==> config.mk <==
export PLATFORM = sky130hd
export DESIGN_NAME = multi_clk_divider
export DESIGN_NICKNAME = d
export VERILOG_FILES = /design/src/rtl/multi_clk_divider.sv
export SDC_FILE = /design/constraint.sdc
export NUM_CORES = 1
export LEC_CHECK = 0
export BUFFER_PORTS_ARGS = -buffer_cell sky130_fd_sc_hd__buf_2
export CAP_MARGIN = 30
export CORE_MARGIN = 8
export CORE_UTILIZATION = 68
export CTS_CLUSTER_SIZE = 24
export DETAILED_ROUTE_END_ITERATION = 8
export PLACE_DENSITY = 0.95
export SLEW_MARGIN = 20
export SYNTH_ARGS = -nofsm -noshare
export SYNTH_HDL_FRONTEND = slang
export SYNTH_SLANG_ARGS = --single-unit
==> constraint.sdc <==
create_clock -name sys_clk -period 13.7 [get_ports sys_clk]
set_clock_uncertainty 0.05 [all_clocks]
set_input_delay 2.055 -clock sys_clk [delete_from_list [all_inputs] [get_ports sys_clk]]
set_output_delay 2.055 -clock sys_clk [all_outputs]
set_load 0.01 [all_outputs]
==> src/rtl/multi_clk_divider.sv <==
// ============================================================================
// multi_clk_divider: N-channel programmable clock/strobe divider  (rev 1.0)
// ============================================================================
`default_nettype none

module multi_clk_divider #(
  parameter int CHANNELS    = 3,
  parameter int CNT_W       = 32,
  parameter int DEFAULT_DIV = 50000000,
  parameter int CH_W        = (CHANNELS > 1) ? $clog2(CHANNELS) : 1
) (
  input  logic                sys_clk,
  input  logic                sys_rst_n,
  input  logic [CHANNELS-1:0] ch_en,
  input  logic                sync_restart,
  input  logic                cfg_valid,
  output logic                cfg_ready,
  input  logic [CH_W-1:0]     cfg_ch,
  input  logic [CNT_W-1:0]    cfg_div,
  input  logic                cfg_mode,
  output logic [CHANNELS-1:0] sig_out,
  output logic [CHANNELS-1:0] tick
);

  localparam logic [CNT_W-1:0] DEF_DIV    = CNT_W'(DEFAULT_DIV);
  localparam logic [CNT_W-1:0] ONE        = CNT_W'(1);
  localparam logic [CH_W:0]    NUM_CH     = (CH_W+1)'(CHANNELS);
  localparam logic             MODE_PULSE = 1'b1;

  logic [CNT_W-1:0]    cnt_q [CHANNELS];
  logic [CNT_W-1:0]    cnt_d [CHANNELS];
  logic [CNT_W-1:0]    div_q [CHANNELS];
  logic [CNT_W-1:0]    div_d [CHANNELS];
  logic [CHANNELS-1:0] mode_q, mode_d;
  logic [CHANNELS-1:0] sig_q, sig_d;
  logic [CHANNELS-1:0] tick_q, tick_d;
  logic                pend_q, pend_d;
  logic [CH_W-1:0]     pend_ch_q, pend_ch_d;
  logic [CNT_W-1:0]    pend_div_q, pend_div_d;
  logic                pend_mode_q, pend_mode_d;
  logic                accept;

  // Ready is simply "nothing staged", so it drops the cycle after a transfer
  // and rises the cycle after the staged config is applied.
  assign cfg_ready = ~pend_q;
  assign accept    = cfg_valid && cfg_ready && ({1'b0, cfg_ch} < NUM_CH);
  assign sig_out   = sig_q;
  assign tick      = tick_q;

  always_comb begin
    logic [CNT_W-1:0] d_eff;
    logic             wrap;
    logic             apply;
    d_eff       = ONE;
    wrap        = 1'b0;
    apply       = 1'b0;
    pend_d      = pend_q;
    pend_ch_d   = pend_ch_q;
    pend_div_d  = pend_div_q;
    pend_mode_d = pend_mode_q;
    mode_d      = mode_q;
    sig_d       = sig_q;
    tick_d      = '0;
    for (int i = 0; i < CHANNELS; i++) begin
      cnt_d[i] = cnt_q[i];
      div_d[i] = div_q[i];
      d_eff    = (div_q[i] == '0) ? ONE : div_q[i];
      wrap     = ch_en[i] && (cnt_q[i] == d_eff - ONE);
      apply    = pend_q && (pend_ch_q == CH_W'(i)) &&
                 (sync_restart || wrap || !ch_en[i]);
      if (apply) begin
        div_d[i]  = pend_div_q;
        mode_d[i] = pend_mode_q;
        pend_d    = 1'b0;
      end
      if (sync_restart) begin
        cnt_d[i] = '0;
        sig_d[i] = 1'b0;
      end else if (apply) begin
        cnt_d[i]  = '0;
        tick_d[i] = wrap;
        if (pend_mode_q != mode_q[i])
          sig_d[i] = 1'b0;
        else if (mode_q[i] == MODE_PULSE)
          sig_d[i] = wrap;
        else
          sig_d[i] = sig_q[i] ^ wrap;
      end else if (ch_en[i]) begin
        cnt_d[i]  = wrap ? '0 : cnt_q[i] + ONE;
        tick_d[i] = wrap;
        sig_d[i]  = (mode_q[i] == MODE_PULSE) ? wrap : (sig_q[i] ^ wrap);
      end else begin
        sig_d[i] = (mode_q[i] == MODE_PULSE) ? 1'b0 : sig_q[i];
      end
    end
    if (accept) begin
      pend_d      = 1'b1;
      pend_ch_d   = cfg_ch;
      pend_div_d  = cfg_div;
      pend_mode_d = cfg_mode;
    end
  end

  always_ff @(posedge sys_clk or negedge sys_rst_n) begin
    if (!sys_rst_n) begin
      for (int i = 0; i < CHANNELS; i++) begin
        cnt_q[i] <= '0;
        div_q[i] <= DEF_DIV;
      end
      mode_q      <= '0;
      sig_q       <= '0;
      tick_q      <= '0;
      pend_q      <= 1'b0;
      pend_ch_q   <= '0;
      pend_div_q  <= '0;
      pend_mode_q <= 1'b0;
    end else begin
      for (int i = 0; i < CHANNELS; i++) begin
        cnt_q[i] <= cnt_d[i];
        div_q[i] <= div_d[i];
      end
      mode_q      <= mode_d;
      sig_q       <= sig_d;
      tick_q      <= tick_d;
      pend_q      <= pend_d;
      pend_ch_q   <= pend_ch_d;
      pend_div_q  <= pend_div_d;
      pend_mode_q <= pend_mode_d;
    end
  end

endmodule

`default_nettype wire

==> flow_summary.toml, run 1 <==
[min_path]
hold_path.class = "register to register"
min_path_cells = 1

[finish]
drive_gt1_share_pct = 16.72
fillers = 1424
fin_nets = 1589
layout-area-overhead-vs-synth_pct = 8.579
stdcell_area_mm2 = 0.01625

[power_and_ir_drop]
finalPower_mw = 3.282
powerDensity_mw_per_mm2 = 202.0
vdd_ir_drop_max_mv = 0.1297
p_leak_nw = 6.591

[setup_path]
path_class = "register to register"
worstSetupStartpointType = "register"
cp.depth = 15
crit_fanout = 34
arrival_ns = 6.11
max_stage_delay_ns = 0.72
required_ns = 14.08
crit_buf_inv = 2
critical-path-top-delay-family = "simple AND/OR/NAND/NOR gates"
crit_chain = "nor4_1, and4b_1, and3_1, a21oi_1, ha_1, nor4b_1, clkbuf_2, nor3b_1, or3_1, a2111oi_0, and4_1, a211oi_4, nor2_4, buf_4, mux2_1"
endpoint_kind = "register"
worst_r2r_path_depth = 15
cp_slowest_cell = "nor4_1"

[timing]
hold_viol = 0
fmax_mhz = 174.4
rsz0062_at_grt = "false"
maxSlewViolCount = 0
tightest_slew_ns = 0.9460
maxSlewHeadroom_pct = 36.93
fin_setup_tns_ns = 0
fin_crit_ns = 5.734
finalCritPeriodShare_pct = 41.86
setup_viol = 0

[synth]
synth.distinct_cells = 88
synth-edff-count = 0
syn_nets = 1582
synth.area.top_cells = "dfrtp_1 34%, dfstp_2 6.3%, mux2_1 5.0%"
synthArstFlopShare_pct = 100.0
synth_area_leader_cell = "dfrtp_1"
yosysSeqAreaShare_pct = 39.94
synthFlopType = "dfrtp_1"
avgSynthCellArea_um2 = 9.754
syn_inst = 1534
netlist_area_mm2 = 0.01496
ys_ff_latch = 237
ys_warn_count = 0
netlist.area_leader.share_pct = 33.61

[floorplanning]
start_util_pct = 68.99
dieArea_mm2 = 0.02701
fp-row-count = 54
ios = 49
chipHeight_um = 164.3
coreArea_mm2 = 0.02169
dieWidth_um = 164.3

[cts]
tritoncts = "built"
root_buffer = "clkbuf_16"
clock_path_buffers = 3
hold_buffers = 0
clk_latency_ns = 0.57
h-tree-depth = 1
cts_buffers = 26
clk_pin_slew_ns = 0.06
cts_setup_buffers = 0
clock_sinks = 237
cts_resized = 0

[global_routing]
grtUsageTotal_pct = 33.24
overflow = 0
grt_pass1_vias = 12870
grt_pass1_wl_um = 71140
grt_max_degree = 90
antenna_found_initial = 3

[place]
place_congestion = 0.9733
dp_hpwl_um = 30720
io_buffers = 48
place_area_mm2 = 0.01527

[routing]
vias = 13200
drc_errors = 0
routed_wl_um = 44810
first_iter_violations = 1549
antenna_left = 0
top_layer = "met4"
wl_met3_um = 4233
vias_per_cell = 7.167
drt_pass1_iterations = 6
drt-met1-wl_um = 17020
met2WireLength_um = 20580
post_drt_wl_per_cell_um = 24.33

[flow_run]
max-cap-violations = 0

[outcome]
status = "finished, final reports clean"
synthesized netlist by cell type, types with 7 or more instances:
cell / number
dfrtp_1: 201
buf_2: 9
a41oi_1: 8
o31ai_1: 7
and4_1: 15
buf_1: 7
xor2_1: 60
or2_2: 11
nand4_1: 29
a31oi_1: 96
or3_1: 22
nor3b_1: 9
mux2_2: 45
and3_1: 52
nor3_1: 44
mux2_4: 29
o21ai_0: 28
dfstp_2: 36
nor4b_1: 10
xnor2_1: 66
a211oi_1: 10
nor2b_1: 19
buf_6: 10
and2_1: 11
a21oi_1: 59
nor2_1: 101
o22ai_1: 10
nand2b_1: 30
nand3b_1: 23
mux2i_1: 15
or4_1: 16
clkbuf_1: 54
nand3_1: 73
o21ai_1: 7
a311oi_1: 7
nor4_1: 34
nand2_1: 70
mux2_1: 66
inv_1: 34
routing by layer:
metal	vias up	track usage (%)
met1	6466	41.59
met3	195	7.168
met4	0	19.79
met2	788	52.32
met5	-	0
li1	5753	-
where the power goes:
part,internal [mW],switching [mW]
logic,0.550,0.600
clock network,0.424,0.317
registers,0.954,0.437
layout make-up:
cell class	count	area [um2]	share of cell area, %
inverter	34	127.6	0.7855
clock buffer	33	737.0	4.536
multi-input combinational	1179	8464	52.10
clock inverter	15	171.4	1.055
antenna	1	2.502	0.01540
tap	280	350.3	2.156
timing repair buffer	63	417.9	2.572
sequential	237	5976	36.78
per-stage QoR:
step           util (%)  setup slack [ns]  instances  hold WS (ns)
2_1_floorplan         -             8.983       1534        0.4342
3_3_place_gp      70.22             8.308       1787        0.4601
3_5_place_dp      70.42             8.161       1789        0.4871
4_1_cts           74.60             8.009       1837        0.4971
5_1_grt           74.90             7.645       1841        0.5189
6_report          74.91             7.966       1842        0.4987
path summary, 6_finish.rpt:
| path | start | slack, ns | to |
|---|---|---|---|
| worst min register to register | cnt_q[14]$_DFFE_PN0P_ | 0.50 | cnt_q[14]$_DFFE_PN0P_ |
| worst max register to register | div_q[88]$_DFFE_PN0P_ | 7.97 | div_q[67]$_DFFE_PN0P_ |
| min in group asynchronous | sys_rst_n | 1.40 | cnt_q[8]$_DFFE_PN0P_ |
| worst max-delay path | div_q[88]$_DFFE_PN0P_ | 7.97 | div_q[67]$_DFFE_PN0P_ |
| worst min-delay path | cnt_q[14]$_DFFE_PN0P_ | 0.50 | cnt_q[14]$_DFFE_PN0P_ |
| max in group asynchronous | sys_rst_n | 10.51 | div_q[89]$_DFFE_PN1P_ |
sequential cells by signal (all words and copies together) (netlist names):
| register | flops |
|---|---|
| tick | 3 |
| mode_q | 3 |
| pend_mode_q | 1 |
| pend_div_q | 32 |
| div_q | 96 |
| pend_ch_q | 2 |
| sig_out | 3 |
| pend_q | 1 |
| cnt_q | 96 |
cells by family after synthesis:
family	Yosys count	synth area share, %
simple gates	603	23.32
compound gates	289	12.96
flops	237	39.94
mux	155	12.27
xor+xnor	126	7.375
buf+inv	118	3.637
fa+ha+maj	6	0.5017
worst reg2reg max path, delay by kind of cell, from the launching register on:
family / cells / cell delay, ns
buffers and inverters: 2 / 0.67
and+or+nand+nor: 8 / 2.99
muxes: 1 / 0.42
AOI/OAI and AO/OA: 3 / 0.76
adders and majority gates: 1 / 0.23
DFF: 1 / 0.49
cell usage in the layout (no fill, tap or decap), types with 16 or more instances in the layout:
cell,netlist,layout
mux2_4,29,29
a31oi_1,96,96
mux2_1,66,66
mux2_2,45,45
or4_1,16,16
nor3_1,44,44
and3_1,52,52
nand2b_1,30,30
nor4_1,34,33
a21oi_1,59,59
nor2b_1,19,18
nor2_1,101,101
dfstp_2,36,36
nand4_1,29,29
or3_1,22,22
inv_1,34,34
o21ai_0,28,28
xor2_1,60,60
clkbuf_16,0,26
nand3b_1,23,23
nand3_1,73,73
buf_2,9,47
nand2_1,70,70
dfrtp_1,201,201
xnor2_1,66,66
(Power assumes the default switching activity.)
==> run 2, diff against run 1 <==
- CORE_UTILIZATION: 68 -> 63
- PLACE_DENSITY: 0.95 -> 0.91
- clock period: 13.7 -> 5.7 ns (I/O delays scaled with it)
==> flow_summary.toml, run 2 (synthesis results as in run 1) <==
[routing]
drc_errors = 0
post_drt_wl_per_cell_um = 22.00
routed_wl_um = 41560
vias = 12700
antenna_left = 0
drt_pass1_iterations = 5
first_iter_violations = 1353
vias_per_cell = 6.722

[setup_path]
path_class = "register to register"
required_ns = 6.08
crit_fanout = 27
worstSetupStartpointType = "register"
endpoint_kind = "register"
arrival_ns = 5.71

[global_routing]
antenna_found_initial = 2
grtUsageTotal_pct = 28.68
overflow = 0
grt_max_degree = 138
grt_pass1_vias = 12320
grt_pass1_wl_um = 66760

[finish]
layout_commonest_cell = "dfrtp_1"
layout-area-overhead-vs-synth_pct = 9.792
drive_gt1_share_pct = 17.20
most-common-layout-cells = "201 x dfrtp_1, 101 x nor2_1, 96 x a31oi_1, 73 x nand3_1, 70 x nand2_1"
antenna_cells = 0
largestRegisters = "cnt_q x96, div_q x96, pend_div_q x32"
fillers = 1722
fin_nets = 1599
stdcell_area_mm2 = 0.01643

[floorplanning]
chipHeight_um = 170.1
start_util_pct = 63.94
ios = 49
coreArea_mm2 = 0.02340
dieWidth_um = 170.1
dieArea_mm2 = 0.02894
fp-row-count = 56

[cts]
cts_buffers = 26
cts_setup_buffers = 0
h-tree-depth = 1
clk_latency_ns = 0.54
clock_path_buffers = 3
hold_buffers = 0
clock_sinks = 237
cts_resized = 0
tritoncts = "built"
root_buffer = "clkbuf_16"
clk_pin_slew_ns = 0.07

[power_and_ir_drop]
p_leak_nw = 6.663
vdd_ir_drop_max_mv = 0.3082
powerDensity_mw_per_mm2 = 481.0

[min_path]
hold_path.class = "primary input to async pin"

[flow_run]
max-cap-violations = 0

[timing]
fin_crit_ns = 5.329
rsz0062_at_grt = "false"
maxSlewHeadroom_pct = 34.38
tightest_slew_ns = 0.9753
fin_setup_tns_ns = 0
hold_viol = 0
maxSlewViolCount = 0
fmax_mhz = 187.7
finalCritPeriodShare_pct = 93.49
setup_viol = 0

[place]
dp_hpwl_um = 29930
place_congestion = 0.9523
place_area_mm2 = 0.01544
io_buffers = 48

[outcome]
status = "finished, final reports clean"
==> run 2: path summary, 6_finish.rpt <==
| check | start | end | slack [ns] | cells after the start |
|---|---|---|---|---|
| max | div_q[88]$_DFFE_PN0P_ | div_q[90]$_DFFE_PN0P_ | 0.37 | 15 |
| min | sys_rst_n | cnt_q[8]$_DFFE_PN0P_ | 0.18 | 1 |
| max reg2reg | div_q[88]$_DFFE_PN0P_ | div_q[90]$_DFFE_PN0P_ | 0.37 | 15 |
| min reg2reg | cnt_q[95]$_DFFE_PN0P_ | cnt_q[95]$_DFFE_PN0P_ | 0.50 | 1 |
| max in group asynchronous | sys_rst_n | div_q[85]$_DFFE_PN1P_ | 4.53 | 2 |
| min in group sys_clk | cfg_div[20] | pend_div_q[20]$_DFFE_PN0P_ | 0.49 | 2 |
==> run 2: critical path, cell delays in order, from the launching register on <==
cell and delay (ns):
dfrtp_1 0.48, nor4_1 0.68, and4b_1 0.55, and3_1 0.37
a21oi_1 0.12, ha_1 0.23, nor4b_2 0.20, and4bb_2 0.28
mux2i_1 0.12, or3b_2 0.47, a211oi_1 0.23, and4_1 0.32
a211oi_4 0.16, nor2_4 0.32, buf_12 0.27, mux2_4 0.33
==> run 2: layer usage <==
| layer | GRT usage, % | vias up | wire [um] |
|---|---|---|---|
| li1 | - | 5788 | - |
| met1 | 37.97 | 6243 | 17170 |
| met2 | 45.39 | 555 | 19020 |
| met3 | 5.399 | 108 | 3426 |
| met4 | 12.59 | 4 | 1926 |
| met5 | 0 | - | 27 |
==> run 2: final cells by class <==
| class | instances | area [um2] | area share, % |
|---|---|---|---|
| clock buffers | 30 | 695.7 | 4.235 |
| well taps | 319 | 399.1 | 2.430 |
| flip-flops and latches | 237 | 5976 | 36.37 |
| clock inverters | 17 | 252.7 | 1.538 |
| repair buffers | 73 | 513.0 | 3.123 |
| multi-input cells | 1179 | 8464 | 51.52 |
| inverters | 34 | 127.6 | 0.7768 |
==> run 2: per-stage QoR <==
step           util [%]  setup slack [ns]  cells  hold WS [ns]  power (mW)
2_1_floorplan         -            0.9834   1534        0.4342       4.998
4_1_cts           70.03            0.4299   1887        0.4447       7.849
3_5_place_dp      65.98            0.4280   1840        0.4752       5.961
5_1_grt           70.20           0.09759   1889        0.2161       8.292
3_3_place_gp      65.92            0.5857   1839        0.4602       5.822
6_report          70.20            0.3711   1889        0.1777       7.901
==> run 2: where the power goes <==
group	internal (mW)	switching (mW)	leakage [nW]	total [mW]
clock network	1.11	0.726	0.458	1.84
registers	2.29	1.01	2.98	3.30
logic	1.36	1.40	3.23	2.76
